### config.mk
export PLATFORM = sky130hd
export DESIGN_NAME = m_fetch
export DESIGN_NICKNAME = d
export VERILOG_FILES = /design/src/rtl/m_fetch_pkg.sv /design/src/rtl/m_fetch_skid.sv /design/src/rtl/m_fetch.sv
export SDC_FILE = /design/constraint.sdc
export NUM_CORES = 1
export LEC_CHECK = 0
export CAP_MARGIN = 20
export CORE_MARGIN = 4
export CORE_UTILIZATION = 45
export CTS_BUF_LIST = sky130_fd_sc_hd__clkbuf_4
export CTS_CLUSTER_DIAMETER = 200
export DETAILED_ROUTE_END_ITERATION = 8
export PLACE_DENSITY = 0.7
export SLEW_MARGIN = 10
export SYNTH_ARGS = -nofsm -noshare
export SYNTH_HDL_FRONTEND = slang
export SYNTH_SLANG_ARGS = --single-unit
export TNS_END_PERCENT = 20
### constraint.sdc
create_clock -name w_clk -period 5.3 [get_ports w_clk]
set_input_delay 1.06 -clock w_clk [delete_from_list [all_inputs] [get_ports w_clk]]
set_output_delay 1.06 -clock w_clk [all_outputs]
set_load 0.05 [all_outputs]
### src/rtl/m_fetch_pkg.sv
// Shared CPU definitions for the fetch stage and its neighbours (XLEN, reset PC, imem width)
// plus small helpers for PC alignment and slot accounting.
package m_fetch_pkg;

  localparam int XLEN = 32;
  localparam logic [XLEN-1:0] RESET_PC_DEF = 32'h0000_0000;
  localparam int IMEM_AW_DEF = 6;
  localparam logic [XLEN-1:0] PC_STEP = 32'd4;

  typedef struct packed {
    logic [XLEN-1:0] pc;
    logic [XLEN-1:0] inst;
  } fetch_pkt_t;

  function automatic logic [XLEN-1:0] pc_align(input logic [XLEN-1:0] pc);
    return pc & ~32'd3;
  endfunction

  function automatic logic [1:0] slot_count(input logic a, input logic b, input logic c);
    return {1'b0, a} + {1'b0, b} + {1'b0, c};
  endfunction

endpackage

### src/rtl/m_fetch_skid.sv
// Output register backed by a one-entry skid buffer; flush drops both entries.
// Generic payload width so later pipeline stages can reuse it.
module m_fetch_skid #(
  parameter int DW = 64
) (
  input  logic          w_clk,
  input  logic          w_rst,
  input  logic          w_flush,
  input  logic          w_in_valid,
  input  logic [DW-1:0] w_in_data,
  input  logic          w_out_ready,
  output logic          w_out_valid,
  output logic [DW-1:0] w_out_data,
  output logic          w_skid_valid,
  output logic          w_pop
);

  logic          out_v_r;
  logic [DW-1:0] out_data_r;
  logic          skid_v_r;
  logic [DW-1:0] skid_data_r;
  logic          pop_s;

  assign pop_s        = out_v_r & w_out_ready;
  assign w_pop        = pop_s;
  assign w_out_valid  = out_v_r;
  assign w_out_data   = out_data_r;
  assign w_skid_valid = skid_v_r;

  // Output/skid update: skid drains first, an arriving entry refills whichever slot is free
  always_ff @(posedge w_clk) begin
    if (w_rst) begin
      out_v_r     <= 1'b0;
      out_data_r  <= {DW{1'b0}};
      skid_v_r    <= 1'b0;
      skid_data_r <= {DW{1'b0}};
    end else if (w_flush) begin
      out_v_r  <= 1'b0;
      skid_v_r <= 1'b0;
    end else if (skid_v_r) begin
      if (pop_s) begin
        out_data_r <= skid_data_r;
        skid_v_r   <= w_in_valid;
        if (w_in_valid) begin
          skid_data_r <= w_in_data;
        end
      end
    end else if (w_in_valid) begin
      if (!out_v_r || pop_s) begin
        out_v_r    <= 1'b1;
        out_data_r <= w_in_data;
      end else begin
        skid_v_r    <= 1'b1;
        skid_data_r <= w_in_data;
      end
    end else if (pop_s) begin
      out_v_r <= 1'b0;
    end
  end

endmodule

### src/rtl/m_fetch.sv
// Instruction fetch: owns the PC, issues imem reads when downstream space is guaranteed,
// and restarts on a redirect pulse by flushing every fetched or in-flight instruction.
module m_fetch
  import m_fetch_pkg::*;
#(
  parameter logic [31:0] RESET_PC = RESET_PC_DEF,
  parameter int          IMEM_AW  = IMEM_AW_DEF
) (
  input  logic               w_clk,
  input  logic               w_rst,
  input  logic               w_redirect,
  input  logic [31:0]        w_redirect_pc,
  output logic [IMEM_AW-1:0] w_imem_addr,
  input  logic [31:0]        w_imem_data,
  output logic               w_out_valid,
  input  logic               w_out_ready,
  output logic [31:0]        w_out_pc,
  output logic [31:0]        w_out_inst
);

  logic [31:0] pc_r;
  logic        req_v_r;
  logic [31:0] req_pc_r;

  logic        pop_s;
  logic        out_v_s;
  logic        skid_v_s;
  logic [1:0]  busy_s;
  logic        issue_s;
  fetch_pkt_t  ret_pkt_s;
  fetch_pkt_t  out_pkt_s;

  assign w_imem_addr = pc_r[IMEM_AW+1:2];
  assign ret_pkt_s   = '{pc: req_pc_r, inst: w_imem_data};
  assign w_out_valid = out_v_s;
  assign w_out_pc    = out_pkt_s.pc;
  assign w_out_inst  = out_pkt_s.inst;

  // Issue only when the returning word is sure to find a free slot two cycles out
  always_comb begin
    busy_s  = slot_count(out_v_s & ~pop_s, skid_v_s, req_v_r);
    issue_s = 1'b0;
    if (!w_redirect && (busy_s < 2'd2)) begin
      issue_s = 1'b1;
    end else begin
      issue_s = 1'b0;
    end
  end

  // PC and in-flight request tracking; redirect overrides any issue
  always_ff @(posedge w_clk) begin
    if (w_rst) begin
      pc_r     <= RESET_PC;
      req_v_r  <= 1'b0;
      req_pc_r <= 32'd0;
    end else if (w_redirect) begin
      pc_r    <= pc_align(w_redirect_pc);
      req_v_r <= 1'b0;
    end else if (issue_s) begin
      pc_r     <= pc_r + PC_STEP;
      req_v_r  <= 1'b1;
      req_pc_r <= pc_r;
    end else begin
      req_v_r <= 1'b0;
    end
  end

  m_fetch_skid #(.DW($bits(fetch_pkt_t))) u_skid (
    .w_clk        (w_clk),
    .w_rst        (w_rst),
    .w_flush      (w_redirect),
    .w_in_valid   (req_v_r),
    .w_in_data    (ret_pkt_s),
    .w_out_ready  (w_out_ready),
    .w_out_valid  (out_v_s),
    .w_out_data   (out_pkt_s),
    .w_skid_valid (skid_v_s),
    .w_pop        (pop_s)
  );

endmodule

* Word level (Yosys, flattened, before mapping)
Index checks and enable logic that the tools add are counted.
** Cells by class
- Bitwise logic cells :: 5
- Reduce and logical (&&, ||, !) cells :: 13
- Magnitude comparators :: 1
- $add $sub $neg :: 3
- Muxes and demuxes :: 20
- Equality and inequality tests :: 4
** Operators with widths (count)
- 64-bit two-way mux :: 9
- 32-bit two-way mux :: 2
- 32-bit by 3-bit adder with 32-bit output (second input constant) :: 1
- 1-bit two-way mux :: 9
- 2-bit nonzero test :: 4
- 5-bit AND reduction :: 1
- 2-bit by 1-bit inequality test with 1-bit output (second input constant) :: 2
- 2-bit inequality test (second input constant) :: 2
- 4-bit AND reduction :: 1
- 1-bit inverter :: 3
- 3-bit AND reduction :: 1
- 1-bit by 1-bit adder with 2-bit output :: 1
- 2-bit by 1-bit adder with 2-bit output :: 1
- 1-bit AND :: 2
- 1-bit zero test :: 2
- 2-bit < comparator (second input constant) :: 1
- 2-bit AND reduction :: 1
- 2-bit OR reduction :: 1
- 1-bit logical AND :: 1
- 1-bit logical OR :: 1
** Storage, ports and cells
- Output and inout bits :: 71
- Flip-flop bits (word level) :: 195

* Longest topological paths before layout
- Depth after elaboration :: 10
- Mapped depth :: 8

* Cells and area by module
A second synthesis with hierarchy kept.
** Second synthesis, totals
- Cells, all modules :: 1020
- Area total of the unflattened synthesis :: 9663.0 µm²
** Modules (own cells, without submodules)
- m_fetch_skid :: cells each 641, area each 6622.6 µm², times used 1
- m_fetch :: cells each 379, area each 3040.4 µm², times used 1

* Worst setup path after synthesis
OpenSTA, ideal clock, no wires.
- Path kind :: input to register
- From :: input port w_out_ready
- To :: register pc_r[17]
- Data required time :: 5.209 ns
- Path buffers :: 1
- Slack :: 2.404 ns
- Setup time :: 0.091 ns
- Arrival time :: 2.805 ns
- Stages on the path :: 7
- Path through :: nor2b_1 -> ha_1 -> a21o_4 -> or2_1 -> buf_6 -> or4_1 -> a311oi_1
** Between the ends
- Longest elaborated chain between the ends :: 9
** RTL lines
- from (decl) :: line m_fetch.sv:16 : input logic w_out_ready,
- 1-bit AND :: line m_fetch_skid.sv:24 : assign pop_s = out_v_r & w_out_ready;
- 1-bit inverter :: line m_fetch.sv:41 : busy_s = slot_count(out_v_s & ~pop_s, skid_v_s, req_v_r);
- 1-bit AND :: line m_fetch.sv:41
- 1-bit by 1-bit adder with 2-bit output :: line m_fetch_pkg.sv:20 : return {1'b0, a} + {1'b0, b} + {1'b0, c};
- 2-bit by 1-bit adder with 2-bit output :: line m_fetch_pkg.sv:20
- 2-bit < comparator :: line m_fetch.sv:43 : if (!w_redirect && (busy_s < 2'd2)) begin
- 1-bit logical AND :: line m_fetch.sv:43
- 1-bit two-way mux :: line m_fetch.sv:43
- 2-bit nonzero test (no source line)
- to (signal assigned) :: line m_fetch.sv:57 : pc_r <= pc_align(w_redirect_pc);
- to (signal assigned) :: line m_fetch.sv:60 : pc_r <= pc_r + PC_STEP;
- to (decl) :: line m_fetch.sv:21 : logic [31:0] pc_r;
Every way passes these cells.
A chain may end at the register's enable or synchronous reset.

* Final worst setup path
- From :: input port w_redirect
- To :: register u_skid.skid_data_r[57]
** Between the ends
- Longest elaborated chain between the ends :: 2
** RTL lines
- from (decl) :: line m_fetch.sv:11 : input logic w_redirect,
- 1-bit inverter (no source line)
- 5-bit AND reduction (no source line)
- to (signal assigned) :: line m_fetch_skid.sv:36 : skid_data_r <= {DW{1'b0}};
- to (signal assigned) :: line m_fetch_skid.sv:45 : skid_data_r <= w_in_data;
- to (signal assigned) :: line m_fetch_skid.sv:54 : skid_data_r <= w_in_data;
- to (decl) :: line m_fetch_skid.sv:21 : logic [DW-1:0] skid_data_r;
Every way passes these cells.

==> flow_metrics.py <==
metrics = {
    "routing": {
        "routed_wl_um": 18680,
        "drc": 0,
        "route.met2.wl_um": 8269,
        "ant_nets": 0,
        "top_layer": "met4",
        "firstDrtPassIters": 5,
        "vias": 6717,
        "wl_met3_um": 994,
        "m1WireLength_um": 9106,
        "routed_via_density": 5.331,
        "wl_per_cell_um": 14.82,
        "dr.first_iter.drc_count": 514,
    },
    "timing": {
        "rsz0062_at_grt": "false",
        "finalCritPeriodShare_pct": 59.28,
        "tightest_slew_ns": 1.103,
        "slew_headroom_pct": 26.49,
        "tns_ns": 0,
        "hold_violations": 0,
        "setup-violations-final": 0,
        "final_max_slew_viol_count": 0,
        "fin_crit_ns": 3.142,
        "max_freq_mhz": 318.3,
        "fin_skew_ns": 0.01853,
    },
    "floorplan": {
        "io_pins": 139,
        "initial_core_util_pct": 45.84,
        "core_um2": 17300,
        "row_count": 48,
        "dieArea_um2": 19810,
        "die_w_um": 140.7,
        "fp.dieH_um": 140.7,
    },
    "power_and_ir_drop": {
        "clockPowerShare_pct": 27.5,
        "p_comb_share_pct": 14.2,
        "switching_share_pct": 29.38,
        "power_switching_mw": 0.7635,
        "total_leakage_power_nw": 2.988,
        "powerDensity_nw_per_um2": 272.2,
        "ir_drop_uv": 146.5,
        "p_seq_share_pct": 58.3,
        "internal_power_mw": 1.835,
    },
    "cts": {
        "cts_root_buf": "clkbuf_4",
        "cts.repair.resized": 0,
        "cts_setup_buffers": 0,
        "clockBufferDepth": 2,
        "hold_buffers": 0,
        "clkSinkCount": 187,
        "clkLatencyLatePin_ns": 0.56,
        "path_clk_slew_ns": 0.13,
        "htree_levels": 4,
        "cts_buffers": 17,
        "cts_tree": "yes",
    },
    "global_routing": {
        "grt_first_pass_wirelength_um": 30440,
        "track_usage_pct": 18.52,
        "grt_max_degree": 142,
        "antenna_found_initial": 0,
        "grt_overflow": 0,
        "grt_pass1_vias": 5961,
    },
    "worst_setup_path": {
        "cp_top_family": "buffers and inverters",
        "crit_top_cell": "buf_4",
        "criticalPathCategory": "in -> reg",
        "required_ns": 5.78,
        "path_cells": "clkdlybuf4s50_1, inv_2, buf_4, nand4_1, buf_4, nand2_1, a21oi_1",
        "crit_slowest_cell": "clkdlybuf4s50_1",
        "crit_fanout": 62,
        "cp.buffers_inverters": 4,
        "startpoint_type": "input port",
        "cp-end-kind": "register",
        "crit_path_max_incr_delay_ns": 1.15,
        "critPathArrivalTime_ns": 3.62,
    },
    "finish": {
        "multiInputGateArea_um2": 3805,
        "drive_gt1_share_pct": 4.831,
        "seqCellArea_um2": 3747,
        "diodes": 0,
        "nFillCells": 1635,
        "fin_util_pct": 55.19,
        "area_delta_synth_final_pct": 20.39,
        "fin_nets": 1092,
    },
    "logic_synthesis": {
        "syn_avg_cell_area_um2": 8.399,
        "synth_edf_count": 0,
        "syn-instance-count": 944,
        "yosys_register_bits": 187,
        "ys.warnings.count": 0,
        "synth_ff_type": "dfxtp_1",
        "synth_cell_types": 50,
        "async_flop_share_pct": 0,
        "yosysSeqAreaShare_pct": 47.21,
        "syn-cell-area_um2": 7929,
    },
    "worst_hold_path": {
        "hold_class": "reg -> reg",
    },
    "flow_run": {
        "drv_cap": 0,
    },
    "placement": {
        "hpwl_um": 12070,
        "gp_congestion": 0.8481,
        "numPortBuffers": 134,
    },
    "outcome": {
        "outcome": "finished, final reports clean",
    },
}
==> cell type report <==
cell class | count | area share (%)
Multi-Input combinational cell | 667 | 39.86
Inverter | 6 | 0.2359
Tap cell | 225 | 2.949
Clock buffer | 17 | 1.337
Timing Repair Buffer | 143 | 15.03
Sequential cell | 187 | 39.26
Clock inverter | 15 | 1.324
==> power by group through the flow <==
stage	registers (mW)	logic, mW	clock network, mW
6_report	1.51	0.369	0.716
2_1_floorplan	1.61	0.156	0
3_5_place_dp	1.54	0.370	0
3_3_place_gp	1.54	0.368	0
4_1_cts	1.51	0.371	0.744
5_1_grt	1.52	0.398	0.798
==> cells in the mapped netlist, drive strengths merged (2+ instances only) <==
cell / n / area, um^2
nand2: 200 / 750.7
dfxtp: 187 / 3744
nor2: 98 / 367.9
a21oi: 96 / 480.5
a211oi: 72 / 540.5
mux2i: 63 / 630.6
clkbuf: 60 / 225.2
buf: 25 / 142.6
nand4: 20 / 125.1
nand3: 13 / 65.06
a311oi: 12 / 105.1
and4: 10 / 87.58
nor4: 8 / 65.06
o31ai: 8 / 60.06
or4: 7 / 52.55
inv: 6 / 22.52
xor2: 6 / 52.55
and2: 5 / 31.28
and3: 5 / 31.28
nor3: 5 / 25.02
a2111oi: 4 / 41.29
xnor2: 4 / 35.03
nor2b: 3 / 18.77
o31a: 3 / 26.28
or2: 3 / 18.77
a21o: 2 / 22.52
ha: 2 / 25.02
nor3b: 2 / 15.01
o21ai: 2 / 10.01
==> worst reg2reg max path, cell delays in order (launching register included) <==
cell      delay, ns
dfxtp_1        0.46
nor2b_1        0.30
ha_1           0.31
a21o_4         0.26
or2_1          0.37
or4_1          0.55
a311oi_1       0.27
==> cell families after synthesis <==
kind of cell / count (synthesis) / synth area share [%]
simple gates: 383 / 21.29
compound gates: 206 / 17.01
flops: 187 / 47.21
buf+inv: 91 / 4.923
mux: 64 / 8.095
xor+xnor: 10 / 1.105
fa+ha+maj: 2 / 0.3156
other cells: 1 / 0.04730
==> state kept, by name, summed over array words and instances (netlist names) <==
name                 cells
u_skid.skid_data_r      62
u_skid.w_out_valid       1
u_skid.w_out_data       62
pc_r                    30
req_v_r                  1
u_skid.w_skid_valid      1
req_pc_r                30
==> final timing paths <==
kind	to	start	slack, ns	cells past startpoint
max reg2reg	pc_r[21]	u_skid.w_out_valid	2.69	6
min	u_skid.skid_data_r[61]	u_skid.skid_data_r[61]	0.46	2
min reg2reg	u_skid.skid_data_r[61]	u_skid.skid_data_r[61]	0.46	2
max	u_skid.skid_data_r[57]	w_redirect	2.16	7
==> cell usage in the layout, fill, tap and decap left out, types with 6 or more instances in the layout <==
master | Yosys | final
a21oi_1 | 96 | 96
nand4_1 | 20 | 20
nor4_1 | 7 | 7
mux2i_1 | 63 | 63
and4_1 | 10 | 9
dfxtp_1 | 187 | 186
a211oi_1 | 72 | 72
o31ai_1 | 8 | 8
buf_4 | 8 | 7
a311oi_1 | 12 | 12
clkbuf_4 | 0 | 17
xor2_1 | 6 | 6
nor2_1 | 98 | 98
or4_1 | 7 | 7
nand3_1 | 13 | 13
nand2_1 | 200 | 200
clkdlybuf4s50_1 | 0 | 133
==> routing by layer <==
metal / up-vias / GRT usage [%]
met5: - / 0
met3: 26 / 3.528
met1: 3028 / 26.44
li1: 3467 / -
met4: 0 / 6.119
met2: 196 / 28.25
==> per-stage QoR <==
step	setup WS (ns)	cell area (um^2)	power, mW	hold WS, ns	cells
after detailed placement	1.637	9291	1.913	0.4463	1228
after CTS	2.171	9545	2.627	0.4649	1260
after global placement	1.661	9291	1.910	0.4411	1228
after global routing	2.007	9545	2.718	0.4795	1260
after floorplan	2.404	7933	1.768	0.4360	945
final	2.158	9545	2.598	0.4629	1260
Note: power is estimated with default switching activity, not from simulation.
==> RTL change 1 (config.mk and constraints unchanged) <==
`IMEM_AW_DEF`: 6 -> 7.
--- a/src/rtl/m_fetch_pkg.sv
+++ b/src/rtl/m_fetch_pkg.sv
@@ -4,7 +4,7 @@
 
   localparam int XLEN = 32;
   localparam logic [XLEN-1:0] RESET_PC_DEF = 32'h0000_0000;
-  localparam int IMEM_AW_DEF = 6;
+  localparam int IMEM_AW_DEF = 7;
   localparam logic [XLEN-1:0] PC_STEP = 32'd4;
 
   typedef struct packed {
Ports: changed (resized w_imem_addr); port bits go from 139 to 140. No check against the original RTL was run, so the function may have changed too.
==> RTL change 1 against the unedited design <==
- worst setup slack worse by 0.063 ns
- critical endpoint is now pc_r[18]$_SDFFE_PP0P_
- total power is 3.9% higher
- sequential cell count stayed put
- fmax is 2.0% lower
- largest cell class unchanged
- global-route usage is 0.20 points higher
- clock power is 14% higher
- hold slack worse by 0.00070 ns
- routed wire length hardly changed
- synthesized area hardly changed
- cell area is 0.51% higher
- largest power group unchanged
==> RTL change 1: results (changes against the unedited design) <==
status finished clean; vias in the first global route 6153 (+3.2%); Placed Area 9290 µm² (about the same); Internal 1.94 mW (+5.6%); Worst-Skew Late Latency 0.58 ns (+0.02 ns); crit path DAT 3.71 ns (+0.09 ns); clk slew on worst S/H paths 0.15 ns (+0.02 ns); Top FF cell, synth dfxtp_1; IO Port Bufs 135 (+0.75%); first-pass GRT wire length 30.7 mm (+1.0%); leakage dissipation 3.01 nW (+0.75%); GP Congestion 0.883 (+4.1%); 1st-iter DRT viols 401 (-22%); Longest Clk Path Bufs 2 (unchanged); fmax 312 MHz (-2.0%); slowest stage delay, CP 0.54 ns (-0.61 ns); FILL cells 1654 (+1.2%); max_slew headroom 33.5% (+7.0 points); Vias/cell 5.36 (+0.58%); CTS root buffer clkbuf_4; maximum fanout along the worst path 12 (-81%); post-detail-place hpwl 12.2 mm (+1.3%); Placed Instances 1229 (+0.081%); post-synthesis sequential area ratio 47.2% (about the same); largest net degree at the start of global routing 125 (-12%); cells after synthesis 945 (+0.11%); largest cells by area after synthesis dfxtp_1 47%, nand2_1 9.5%, mux2i_1 7.9%; distinct cell type count after synthesis 50 (unchanged); Max IR drop VDD 0.139 mV (-5.0%); Commonest cells post-synth 200 x nand2_1, 187 x dfxtp_1, 98 x nor2_1; Global Route Usage Sum 18.7% (+0.20 points); DP Worst Slack 1.54 ns (-0.0991 ns); power per cell area 281 nW/µm² (+3.4%); share of layout cells above drive strength 1 4.73% (-0.10 points); clk pwr 0.816 mW (+14%); via count 6767 (+0.74%); Util after Layout 55.5% (+0.28 points); Hold Path Class reg2reg; Final Skew 0.0165 ns (-0.00206 ns); Comb power 0.371 mW; Total Routed Length 18.7 mm (about the same); R2R setup slack 2.56 ns (-0.13 ns); synth warn 0 (unchanged); Final nets 1093 (+0.092%); initial antenna violation count 0 (unchanged); worst hold margin 0.462 ns (-0.000698 ns); Slowest cell on crit path or4_1; Setup Buffers After CTS 0 (unchanged)
RTL change 1: path summary, 6_finish.rpt:
path                                                     startpoint                             endpoint  cells after the start
worst max-delay path                                    w_out_ready                pc_r[18]$_SDFFE_PP0P_                      8
worst min-delay path            u_skid.skid_data_r[22]$_SDFFE_PP0P_  u_skid.skid_data_r[22]$_SDFFE_PP0P_                      2
worst max register to register      u_skid.w_out_valid$_SDFFE_PP0P_                pc_r[18]$_SDFFE_PP0P_                      7
worst min register to register  u_skid.skid_data_r[22]$_SDFFE_PP0P_  u_skid.skid_data_r[22]$_SDFFE_PP0P_                      2
RTL change 1: routing by layer:
layer / track usage, % / vias to the layer above / share of wire [%]
met2: 29.0 / 172 / 44
li1: - / 3473 / -
met3: 3.70 / 26 / 5.7
met4: 6.07 / 0 / 1.8
met5: 0 / - / 0
met1: 26.4 / 3096 / 48
RTL change 1: kinds of logic after synthesis:
| group | share of synthesized area [%] |
|---|---|
| buf+inv | 5.01 |
| xor+xnor | 1.10 |
| compound gates | 17.0 |
| fa+ha+maj | 0.315 |
| flops | 47.2 |
| mux | 8.09 |
| other cells | 0.0473 |
| simple gates | 21.3 |
RTL change 1: worst max-delay path, delay by kind of cell:
| family | cells | cell delay (ns) |
|---|---|---|
| buffers and inverters | 2 | 0.70 |
| adder cells (fa/ha/maj) | 1 | 0.32 |
| AO/OA/AOI/OAI | 2 | 0.55 |
| AND/OR/NAND/NOR | 3 | 1.08 |
RTL change 1: cell type report:
cell class	instances	area share, %
Inverter	6	0.235
Sequential cell	187	39.1
Timing Repair Buffer	144	14.9
Multi-Input combinational cell	667	39.7
Antenna cell	1	0.0261
Tap cell	225	2.93
Clock buffer	18	1.41
Clock inverter	14	1.75
==> RTL change 2 (config.mk and constraints unchanged) <==
Without the edit above. Reset style: asynchronous (`w_rst`), changed in 2 clocked blocks.
--- a/src/rtl/m_fetch_skid.sv
+++ b/src/rtl/m_fetch_skid.sv
@@ -28,7 +28,7 @@
   assign w_skid_valid = skid_v_r;
 
   // Output/skid update: skid drains first, an arriving entry refills whichever slot is free
-  always_ff @(posedge w_clk) begin
+  always_ff @(posedge w_clk or posedge w_rst) begin
     if (w_rst) begin
       out_v_r     <= 1'b0;
       out_data_r  <= {DW{1'b0}};
--- a/src/rtl/m_fetch.sv
+++ b/src/rtl/m_fetch.sv
@@ -48,7 +48,7 @@
   end
 
   // PC and in-flight request tracking; redirect overrides any issue
-  always_ff @(posedge w_clk) begin
+  always_ff @(posedge w_clk or posedge w_rst) begin
     if (w_rst) begin
       pc_r     <= RESET_PC;
       req_v_r  <= 1'b0;
Behaviour: differs if w_rst is asserted again (counterexample within 4 cycles, from zero or initial values and one cycle with w_rst high); with w_rst held inactive, the same outputs for 4 cycles.
==> RTL change 2 against the unedited design <==
- first-iteration DRC count shrank 56%
- global-route usage shrank 1.3 points
- register-to-register slack lost 0.25 ns
- synthesized area grew 3.8%
- clock skew grew 0.00077 ns
- worst setup slack lost 0.15 ns
- utilization grew 0.12 points
- routed wire length shrank 7.8%
- cell area grew 4.1%
- sequential share of layout area grew 7.9 points
- critical path depth is the same
- sequential cell count is the same
- largest cell class is now sequential cells
Power is not compared: it rests on default switching activity, and its combinational part moved more than twofold at a synthesized area within 25%.
==> RTL change 2: results (changes against the unedited design) <==
Async SR Flop Fraction 100% (+100 points); FF-to-FF path depth 5 (-1); Commonest cells post-synth 187 x dfrtp_1, 92 x mux2_2, 68 x nor2_1; worst hold margin 0.520 ns (+0.0568 ns); maximum fanout along the worst path 22 (-65%); worst r2r dst u_skid.skid_data_r[43]$_DFFE_PP0P_; Vias/cell 5.23 (-1.9%); share of layout cells above drive strength 1 18.0% (+13 points); first-pass GRT wire length 28.1 mm (-7.6%); clk slew on worst S/H paths 0.15 ns (+0.02 ns); slowest stage delay, CP 0.46 ns (-0.69 ns); GP Congestion 0.776 (-8.5%); Global Route Usage Sum 17.2% (-1.3 points); crit path launch w_out_ready; Total Routed Length 17.2 mm (-7.8%); R2R setup slack 2.44 ns (-0.25 ns); status finished clean; crit path to req_pc_r[7]$_DFFE_PP0P_; post-synthesis sequential area ratio 56.8% (+9.6 points); post-detail-place hpwl 11.6 mm (-4.0%); largest area contributor in the netlist dfrtp_1; largest net degree at the start of global routing 87 (-39%); distinct cell type count after synthesis 37 (-26%); WHS Endpoint u_skid.skid_data_r[24]$_DFFE_PP0P_; Worst-Skew Late Latency 0.58 ns (+0.02 ns); WHS Path Cells 1 (-1); Worst Path Required 5.76 ns (-0.02 ns); largest cells by area after synthesis dfrtp_1 57%, mux2_2 13%, mux2i_1 7.7%; vias in the first global route 5652 (-5.2%); worst-margin pin slew 0.952 ns (-0.151 ns); Reg-to-Reg Start u_skid.w_skid_valid$_DFF_PP0_
-- RTL change 2: power groups by stage --
stage	clock [mW]	combinational [mW]	sequential, mW
finish	0.773	1.27	1.98
global route	0.857	1.36	2.04
CTS	0.799	1.29	1.98
detailed placement	0	1.28	2.02
global placement	0	1.25	1.99
floorplan	0	0.490	2.37
-- RTL change 2: kinds of logic after synthesis --
group,Yosys count,share of synthesized area (%)
multiplexers,157,20.5
buffers and inverters,57,4.20
adder cells (fa/ha/maj),2,0.304
AO/OA/AOI/OAI,95,6.14
XOR/XNOR,30,3.19
flip-flops,187,56.8
AND/OR/NAND/NOR,150,8.76
other,1,0.0456
-- RTL change 2: area by class of cell --
| cell class | count | share of cell area, % |
|---|---|---|
| flip-flops and latches | 187 | 47.1 |
| repair buffers | 143 | 14.4 |
| clock inverters | 14 | 1.47 |
| multi-input cells | 436 | 32.4 |
| clock buffers | 18 | 1.36 |
| well taps | 229 | 2.88 |
| inverters | 9 | 0.378 |
-- RTL change 2: stage by stage --
step                      instances  instance area, µm²  power, mW  utilization (%)  worst slack (ns)
after floorplan                 680                8240       2.86                -              1.83
after global placement         1004                9650       3.24             53.7              1.45
after detailed placement       1004                9650       3.30             53.7              1.37
after CTS                      1036                9940       4.07             55.3              2.03
after global routing           1036                9940       4.25             55.3              1.92
final                          1036                9940       4.03             55.3              2.01
-- RTL change 2: routing by layer --
layer	wire length, µm	global-route usage, %
met1	7980	23.8
met2	7990	27.2
met3	1020	4.15
met4	233	5.10
met5	0	0
